$ cat config.mk
export PLATFORM = sky130hd
export DESIGN_NAME = vga_timing_gen
export DESIGN_NICKNAME = d
export VERILOG_FILES = /design/src/rtl/vga_timing_gen.sv
export SDC_FILE = /design/constraint.sdc
export NUM_CORES = 1
export LEC_CHECK = 0
export CORE_MARGIN = 3
export CORE_UTILIZATION = 40
export DETAILED_ROUTE_END_ITERATION = 7
export GPL_TIMING_DRIVEN = 0
export HOLD_SLACK_MARGIN = 0.02
export PLACE_DENSITY_LB_ADDON = 0.12
export SETUP_SLACK_MARGIN = 0.05
export SLEW_MARGIN = 10
export SYNTH_ARGS = -nofsm -noshare
export SYNTH_HDL_FRONTEND = slang
export SYNTH_SLANG_ARGS = --single-unit
$ cat constraint.sdc
create_clock -name clk -period 5.68 [get_ports clk]
set_input_delay 0.568 -clock clk [delete_from_list [all_inputs] [get_ports clk]]
set_output_delay 0.568 -clock clk [all_outputs]
set_load 0.02 [all_outputs]
$ cat src/rtl/vga_timing_gen.sv
// ----------------------------------------------------------------------------
// vga_timing_gen
//
// Parametrised VGA raster timing generator.
//
// Stage 0 holds the raster counters. A clock divider produces one pixel
// advance every CLK_DIV clocks while enable is high. Stage 1 registers every
// output from the stage-0 decode, so all outputs lag the counters by one clock.
//
// Ports
//   clk          in   system clock (single domain)
//   reset        in   synchronous, active-high reset
//   enable       in   1 = raster advances, 0 = raster holds
//   hSync        out  horizontal sync, asserted level HSYNC_POL
//   vSync        out  vertical sync, asserted level VSYNC_POL
//   active       out  1 while the displayed pixel is in the visible area
//   x            out  horizontal counter, 0..H_TOTAL-1 (includes blanking)
//   y            out  vertical counter, 0..V_TOTAL-1 (includes blanking)
//   pixel_tick   out  strobe on the last clock a given x/y is shown
//   line_start   out  strobe on the first clock of a new line
//   frame_start  out  strobe on the first clock of a new frame
//   frame_count  out  number of completed frames, modulo 2**FRAME_W
// ----------------------------------------------------------------------------
module vga_timing_gen #(
    parameter int H_ACTIVE  = 640,
    parameter int H_FRONT   = 16,
    parameter int H_SYNC    = 96,
    parameter int H_BACK    = 48,
    parameter int V_ACTIVE  = 480,
    parameter int V_FRONT   = 10,
    parameter int V_SYNC    = 2,
    parameter int V_BACK    = 33,
    parameter int CLK_DIV   = 4,
    parameter bit HSYNC_POL = 1'b0,
    parameter bit VSYNC_POL = 1'b0,
    parameter int X_W       = 10,
    parameter int Y_W       = 10,
    parameter int FRAME_W   = 16
) (
    input  logic               clk,
    input  logic               reset,
    input  logic               enable,
    output logic               hSync,
    output logic               vSync,
    output logic               active,
    output logic [X_W-1:0]     x,
    output logic [Y_W-1:0]     y,
    output logic               pixel_tick,
    output logic               line_start,
    output logic               frame_start,
    output logic [FRAME_W-1:0] frame_count
);

    localparam int H_TOTAL = H_ACTIVE + H_FRONT + H_SYNC + H_BACK;
    localparam int V_TOTAL = V_ACTIVE + V_FRONT + V_SYNC + V_BACK;
    localparam int DIV_W   = (CLK_DIV > 1) ? $clog2(CLK_DIV) : 1;

    localparam logic [DIV_W-1:0] DIV_LAST = DIV_W'(CLK_DIV - 1);
    localparam logic [X_W-1:0]   H_LAST   = X_W'(H_TOTAL - 1);
    localparam logic [Y_W-1:0]   V_LAST   = Y_W'(V_TOTAL - 1);

    // Sync window test: asserted while lo <= c < hi.
    function automatic logic in_window(input int c, input int lo, input int hi);
        return (c >= lo) && (c < hi);
    endfunction

    // ---- stage 0: raster counters -------------------------------------------
    logic [DIV_W-1:0] div_cnt_p0;
    logic [X_W-1:0]   h_cnt_p0;
    logic [Y_W-1:0]   v_cnt_p0;
    logic             vld_p0;
    logic             h_last_p0;
    logic             v_last_p0;
    // One-clock flags marking the first clock the counters sit at a freshly
    // wrapped position; they become the strobes a clock later, so a strobe
    // can fire only once per wrap no matter how enable toggles afterwards.
    logic             line_flag_p0;
    logic             frame_flag_p0;
    // High for the first clock after reset release, to announce the restart.
    logic             start_pend_p0;

    assign vld_p0    = enable && (div_cnt_p0 == DIV_LAST);
    assign h_last_p0 = (h_cnt_p0 == H_LAST);
    assign v_last_p0 = (v_cnt_p0 == V_LAST);

    always_ff @(posedge clk) begin
        if (reset) begin
            div_cnt_p0    <= '0;
            h_cnt_p0      <= '0;
            v_cnt_p0      <= '0;
            line_flag_p0  <= 1'b0;
            frame_flag_p0 <= 1'b0;
            start_pend_p0 <= 1'b1;
        end else begin
            start_pend_p0 <= 1'b0;
            line_flag_p0  <= vld_p0 && h_last_p0;
            frame_flag_p0 <= vld_p0 && h_last_p0 && v_last_p0;
            if (enable) begin
                div_cnt_p0 <= (div_cnt_p0 == DIV_LAST) ? '0 : div_cnt_p0 + 1'b1;
            end
            if (vld_p0) begin
                if (h_last_p0) begin
                    h_cnt_p0 <= '0;
                    v_cnt_p0 <= v_last_p0 ? '0 : v_cnt_p0 + 1'b1;
                end else begin
                    h_cnt_p0 <= h_cnt_p0 + 1'b1;
                end
            end
        end
    end

    // ---- stage 1: registered outputs ----------------------------------------
    always_ff @(posedge clk) begin
        if (reset) begin
            x           <= '0;
            y           <= '0;
            active      <= 1'b0;
            hSync       <= ~HSYNC_POL;
            vSync       <= ~VSYNC_POL;
            pixel_tick  <= 1'b0;
            line_start  <= 1'b0;
            frame_start <= 1'b0;
            frame_count <= '0;
        end else begin
            x           <= h_cnt_p0;
            y           <= v_cnt_p0;
            active      <= (int'(h_cnt_p0) < H_ACTIVE) && (int'(v_cnt_p0) < V_ACTIVE);
            hSync       <= in_window(int'(h_cnt_p0), H_ACTIVE + H_FRONT,
                                     H_ACTIVE + H_FRONT + H_SYNC) ? HSYNC_POL : ~HSYNC_POL;
            vSync       <= in_window(int'(v_cnt_p0), V_ACTIVE + V_FRONT,
                                     V_ACTIVE + V_FRONT + V_SYNC) ? VSYNC_POL : ~VSYNC_POL;
            pixel_tick  <= vld_p0;
            line_start  <= line_flag_p0 || start_pend_p0;
            frame_start <= frame_flag_p0 || start_pend_p0;
            // Only wrap-caused frame starts count a completed frame.
            if (frame_flag_p0) begin
                frame_count <= frame_count + 1'b1;
            end
        end
    end

endmodule
* Word level (Yosys, flattened, before mapping)
Cells that the tools add are included.
Widths: inputs -> output; s select.
** Storage, ports and cells
- Bits in registers :: 67
- Bits of input ports :: 3
- Output and inout port bits :: 42
- Logic and storage cells :: 43
** Operators by class
- Add/sub/neg operators :: 4
- Magnitude comparators :: 6
- Equality and inequality tests :: 3
- Muxes and demuxes :: 6
- Reduce and logical (&&, ||, !) cells :: 9
** Operators by type and width (number)
- $add 10x1->10 const B :: 2
- $eq 10x10->1 const B :: 2
- $lt 10x10->1 const B :: 2
- $lt 10x9->1 const B :: 2
- $mux 10 :: 2
- $add 16x1->16 const B :: 1
- $ge 10x10->1 const B :: 1
- $ge 10x9->1 const B :: 1
- $logic_and 1x1->1 :: 6
- $mux 1 :: 3
- $add 2x1->2 const B :: 1
- $eq 2x2->1 const B :: 1
- $logic_or 1x1->1 :: 2
- $mux 2 :: 1
- $reduce_and 2->1 :: 1

* Longest topological paths before layout
- Depth after elaboration :: 4
- Mapped depth :: 7
- Depth with buffers taken out :: 6

* Least setup slack after synthesis
No wires, ideal clock.
- Kind :: flip-flop to flip-flop
- Start point :: register h_cnt_p0[5]
- End point :: register v_cnt_p0[6]
- Data arrival time :: 2.125 ns
- Setup slack :: 3.483 ns
- Cell stages (with the launch flop) :: 7
- Path buffers :: 2
- Period minus slack after synthesis :: 2.197 ns
- Path through :: dfxtp_1 buf_6 or4b_4 or4_4 buf_6 or4_1 a21oi_1
** Between the ends
- Longest elaborated chain between the ends :: 2
** RTL lines
- start: declaration :: RTL line 69 : logic [X_W-1:0] h_cnt_p0;
- start signal: assignment :: RTL line 106 : h_cnt_p0 <= h_cnt_p0 + 1'b1;
- $eq 10x10->1 :: RTL line 83 : assign h_last_p0 = (h_cnt_p0 == H_LAST);
- $reduce_and 2->1 (no line)
- end signal: assignment :: RTL line 104 : v_cnt_p0 <= v_last_p0 ? '0 : v_cnt_p0 + 1'b1;
- end: declaration :: RTL line 70 : logic [Y_W-1:0] v_cnt_p0;
No other way between the ends.
A chain may end at the register's enable or synchronous reset.

* Final worst setup path
- Start point :: input port enable
- End point :: register v_cnt_p0[8]
** Between the ends
- Longest elaborated chain between the ends :: 2
** RTL lines
- start: declaration :: RTL line 42 : input logic enable,
- $logic_and 1x1->1 :: RTL line 82 : assign vld_p0 = enable && (div_cnt_p0 == DIV_LAST);
- $reduce_and 2->1 (no line)
No other way between the ends.

==> results.sh <==
export IMPL_drt_wl_total_um=5199
export IMPL_htree_num_levels=3
export IMPL_combPwrFrac=0.025
export IMPL_avgSynthCellArea_um2=9.245
export IMPL_critPathKind="input port to flop"
export IMPL_wl_per_cell_um=12.53
export IMPL_mappedNetlistArea_mm2=0.002589
export IMPL_synth_cells=280
export IMPL_clock_sinks=67
export IMPL_seqPwrFrac=0.566
export IMPL_cp_startpoint="enable"
export IMPL_io_buffers=44
export IMPL_start_util=0.4247
export IMPL_fmax_mhz=386.1
export IMPL_grt_start_max_net_pins=11
export IMPL_clockPowerShare=0.409
export IMPL_synth_cell_type_count=35
export IMPL_crit_fanout=10
export IMPL_numCtsBuffers=9
export IMPL_required_ns=5.87
export IMPL_drc=0
export IMPL_r2r_end="v_cnt_p0[8]"
export IMPL_dieWidth_um=86.45
export IMPL_startpoint_type="input port"
export IMPL_max_vdd_ir_drop_mv=0.1259
export IMPL_ff2ff_path_depth=7
export IMPL_row_count=28
export IMPL_via_per_inst=4.971
export IMPL_ys_ff_latch=67
export IMPL_yosysSeqAreaShare=0.5181
export IMPL_final_common_cell="dfxtp_1"
export IMPL_cp_endpoint="v_cnt_p0[8]"
export IMPL_r2r_setup_slack_ns=3.30
export IMPL_area_growth_pct=27.31
export IMPL_cts_hold_buffers=0
export IMPL_grt_usage=0.1506
export IMPL_antenna_found_initial=0
export IMPL_worst_slew_pin_slew_ns=0.6178
export IMPL_dp_cells=399
export IMPL_cts_root_buf="clkbuf_8"
export IMPL_ant_nets=0
export IMPL_final_cells=415
export IMPL_die_area_mm2=0.007473
export IMPL_clkTransAtPathRegs_ns=0.07
export IMPL_hold_path_class="flop to flop"
export IMPL_cellLeakagePower_nw=1.109
export IMPL_post_cts_buffers=0
export IMPL_ios=45
export IMPL_yosys_warnings=0
export IMPL_critPathArrivalTime_ns=2.78
export IMPL_tritoncts="done"
export IMPL_finalSetupViolCount=0
export IMPL_final_setup_tns_ns=0
export IMPL_hpwl_um=3632
export IMPL_place_gp_congestion=0.8453
export IMPL_drive_gt1_frac=0.05882
export IMPL_status="complete, no violations"
export IMPL_maxSlewHeadroom=0.5873
export IMPL_clk_latency_ns=0.33
export IMPL_finClkSkew_ns=0.008120
export IMPL_drt_initial_drc_count=141
export IMPL_grt_pass1_vias=1894
export IMPL_cts_buffer_depth=2
export IMPL_fin_crit_ns=2.590
export IMPL_dr_pass1_iters=4
export IMPL_finalNetCount=344
export IMPL_final_cell_mix="67 x dfxtp_1, 44 x clkdlybuf4s50_1, 39 x nor2_1"
export IMPL_p_sw_frac=0.2113
export IMPL_insertedDiodeCount=0
export IMPL_synthesis_nets=289
export IMPL_maxCapViolCount=0
export IMPL_finalMaxSlewViolations=0
export IMPL_die_y_um=86.45
export IMPL_hold_viol=0
export IMPL_end_kind="flop"
export IMPL_cts_resized=0
export IMPL_core_area_mm2=0.006096
export IMPL_fin_crit_sh=0.4560
export IMPL_powerDensity_mw_per_mm2=254.4
export IMPL_switching_power_mw=0.1772
export IMPL_p_int_mw=0.6614
export IMPL_grt_pass1_wl_um=8866
export IMPL_grt_remaining_overflow=0
export IMPL_route_vias_total=2063
export IMPL_rsz0062_at_grt="no"
export IMPL_worstReg2RegStart="h_cnt_p0[6]"
[power by group through the flow]
stage          clock, mW  sequential [mW]  combinational, mW
4_1_cts            0.352            0.474             0.0218
2_1_floorplan          0            0.486             0.0105
6_report           0.343            0.474             0.0212
3_3_place_gp           0            0.485             0.0214
5_1_grt            0.377            0.474             0.0234
3_5_place_dp           0            0.485             0.0216
[logic make-up after synthesis]
logic type / after synthesis / synth area share
AO/OA/AOI/OAI: 27 / 0.05945
XOR/XNOR: 22 / 0.07443
flip-flops: 67 / 0.5181
multiplexers: 3 / 0.01160
AND/OR/NAND/NOR: 131 / 0.2663
adder cells (fa/ha/maj): 6 / 0.02900
buffers and inverters: 24 / 0.04108
[area by class of cell]
cell class | count | area, µm²
Buffer | 14 | 68.82
Clock inverter | 2 | 10.01
Sequential cell | 67 | 1341
Fill cell | 590 | 2800
Clock buffer | 14 | 162.7
Tap cell | 75 | 93.84
Timing Repair Buffer | 44 | 440.4
Multi-Input combinational cell | 189 | 1141
Inverter | 10 | 37.54
[cells in the mapped netlist]
library cell	n	area [µm²]
inv_1	10	37.54
a21oi_1	13	65.06
or3_1	8	50.05
or2b_1	1	7.510
a22oi_1	1	7.510
ha_1	6	75.07
o311ai_0	1	8.760
or2_2	2	12.51
nand3_1	10	50.05
mux2i_1	3	30.03
nand3b_1	1	7.510
or4_1	5	37.54
or4_4	1	11.26
nand4b_1	1	8.760
nor3_1	8	40.04
nand4_1	9	56.30
buf_6	2	22.52
xnor2_1	16	140.1
and2_0	1	6.260
nand2_1	15	56.30
o21ai_0	7	35.03
nor2_1	39	146.4
and3_1	3	18.77
or4b_4	1	13.76
nor4bb_1	1	10.01
nor2b_1	15	93.84
o31ai_1	4	30.03
buf_2	1	5.000
dfxtp_1	67	1341
clkbuf_1	10	37.54
o21bai_1	1	7.510
and2_1	1	6.260
nor4_1	9	56.30
buf_1	1	3.750
xor2_1	6	52.55
[how the worst min path moves through the flow]
stage / slack [ns] / start / cells past startpoint / to
after global placement: 0.47 / frame_count[15] / 2 / frame_count[15]
final: 0.46 / line_flag_p0 / 2 / line_start
after global routing: 0.49 / start_pend_p0 / 2 / frame_start
after detailed placement: 0.46 / line_flag_p0 / 2 / line_start
after CTS: 0.48 / start_pend_p0 / 2 / frame_start
after floorplan: 0.41 / line_flag_p0 / 2 / line_start
[flip-flops by register name (all words and copies together), names as in the netlist, 2 cells and up]
signal	count
h_cnt_p0	10
frame_count	16
v_cnt_p0	10
x	10
y	10
div_cnt_p0	2
[metrics by stage]
step / hold slack, ns / util / area, µm² / total power, mW / worst slack [ns]
after floorplan: 0.4114 / - / 2589 / 0.4968 / 3.483
after global placement: 0.4666 / 0.5123 / 3123 / 0.5061 / 2.762
after global routing: 0.4927 / 0.5406 / 3296 / 0.8745 / 2.983
after CTS: 0.4804 / 0.5406 / 3296 / 0.8478 / 3.109
final: 0.4621 / 0.5406 / 3296 / 0.8386 / 3.090
after detailed placement: 0.4627 / 0.5123 / 3123 / 0.5066 / 2.775
[critical path, stage by stage]
cell             delay [ns]
clkdlybuf4s50_1        0.56
nand2_1                0.23
or4_4                  0.61
buf_6                  0.16
clkbuf_1               0.22
o31ai_1                0.32
a21oi_1                0.11
[metal layers]
layer / wire length [µm] / GRT usage / part of all wire / up-vias
met5: 0 / 0 / 0 / -
met4: 73 / 0.06232 / 0.014 / 0
met3: 239 / 0.05418 / 0.046 / 6
met2: 2373 / 0.2239 / 0.46 / 41
met1: 2513 / 0.1981 / 0.48 / 952
li1: - / - / - / 1064
(Power assumes the default switching activity.)
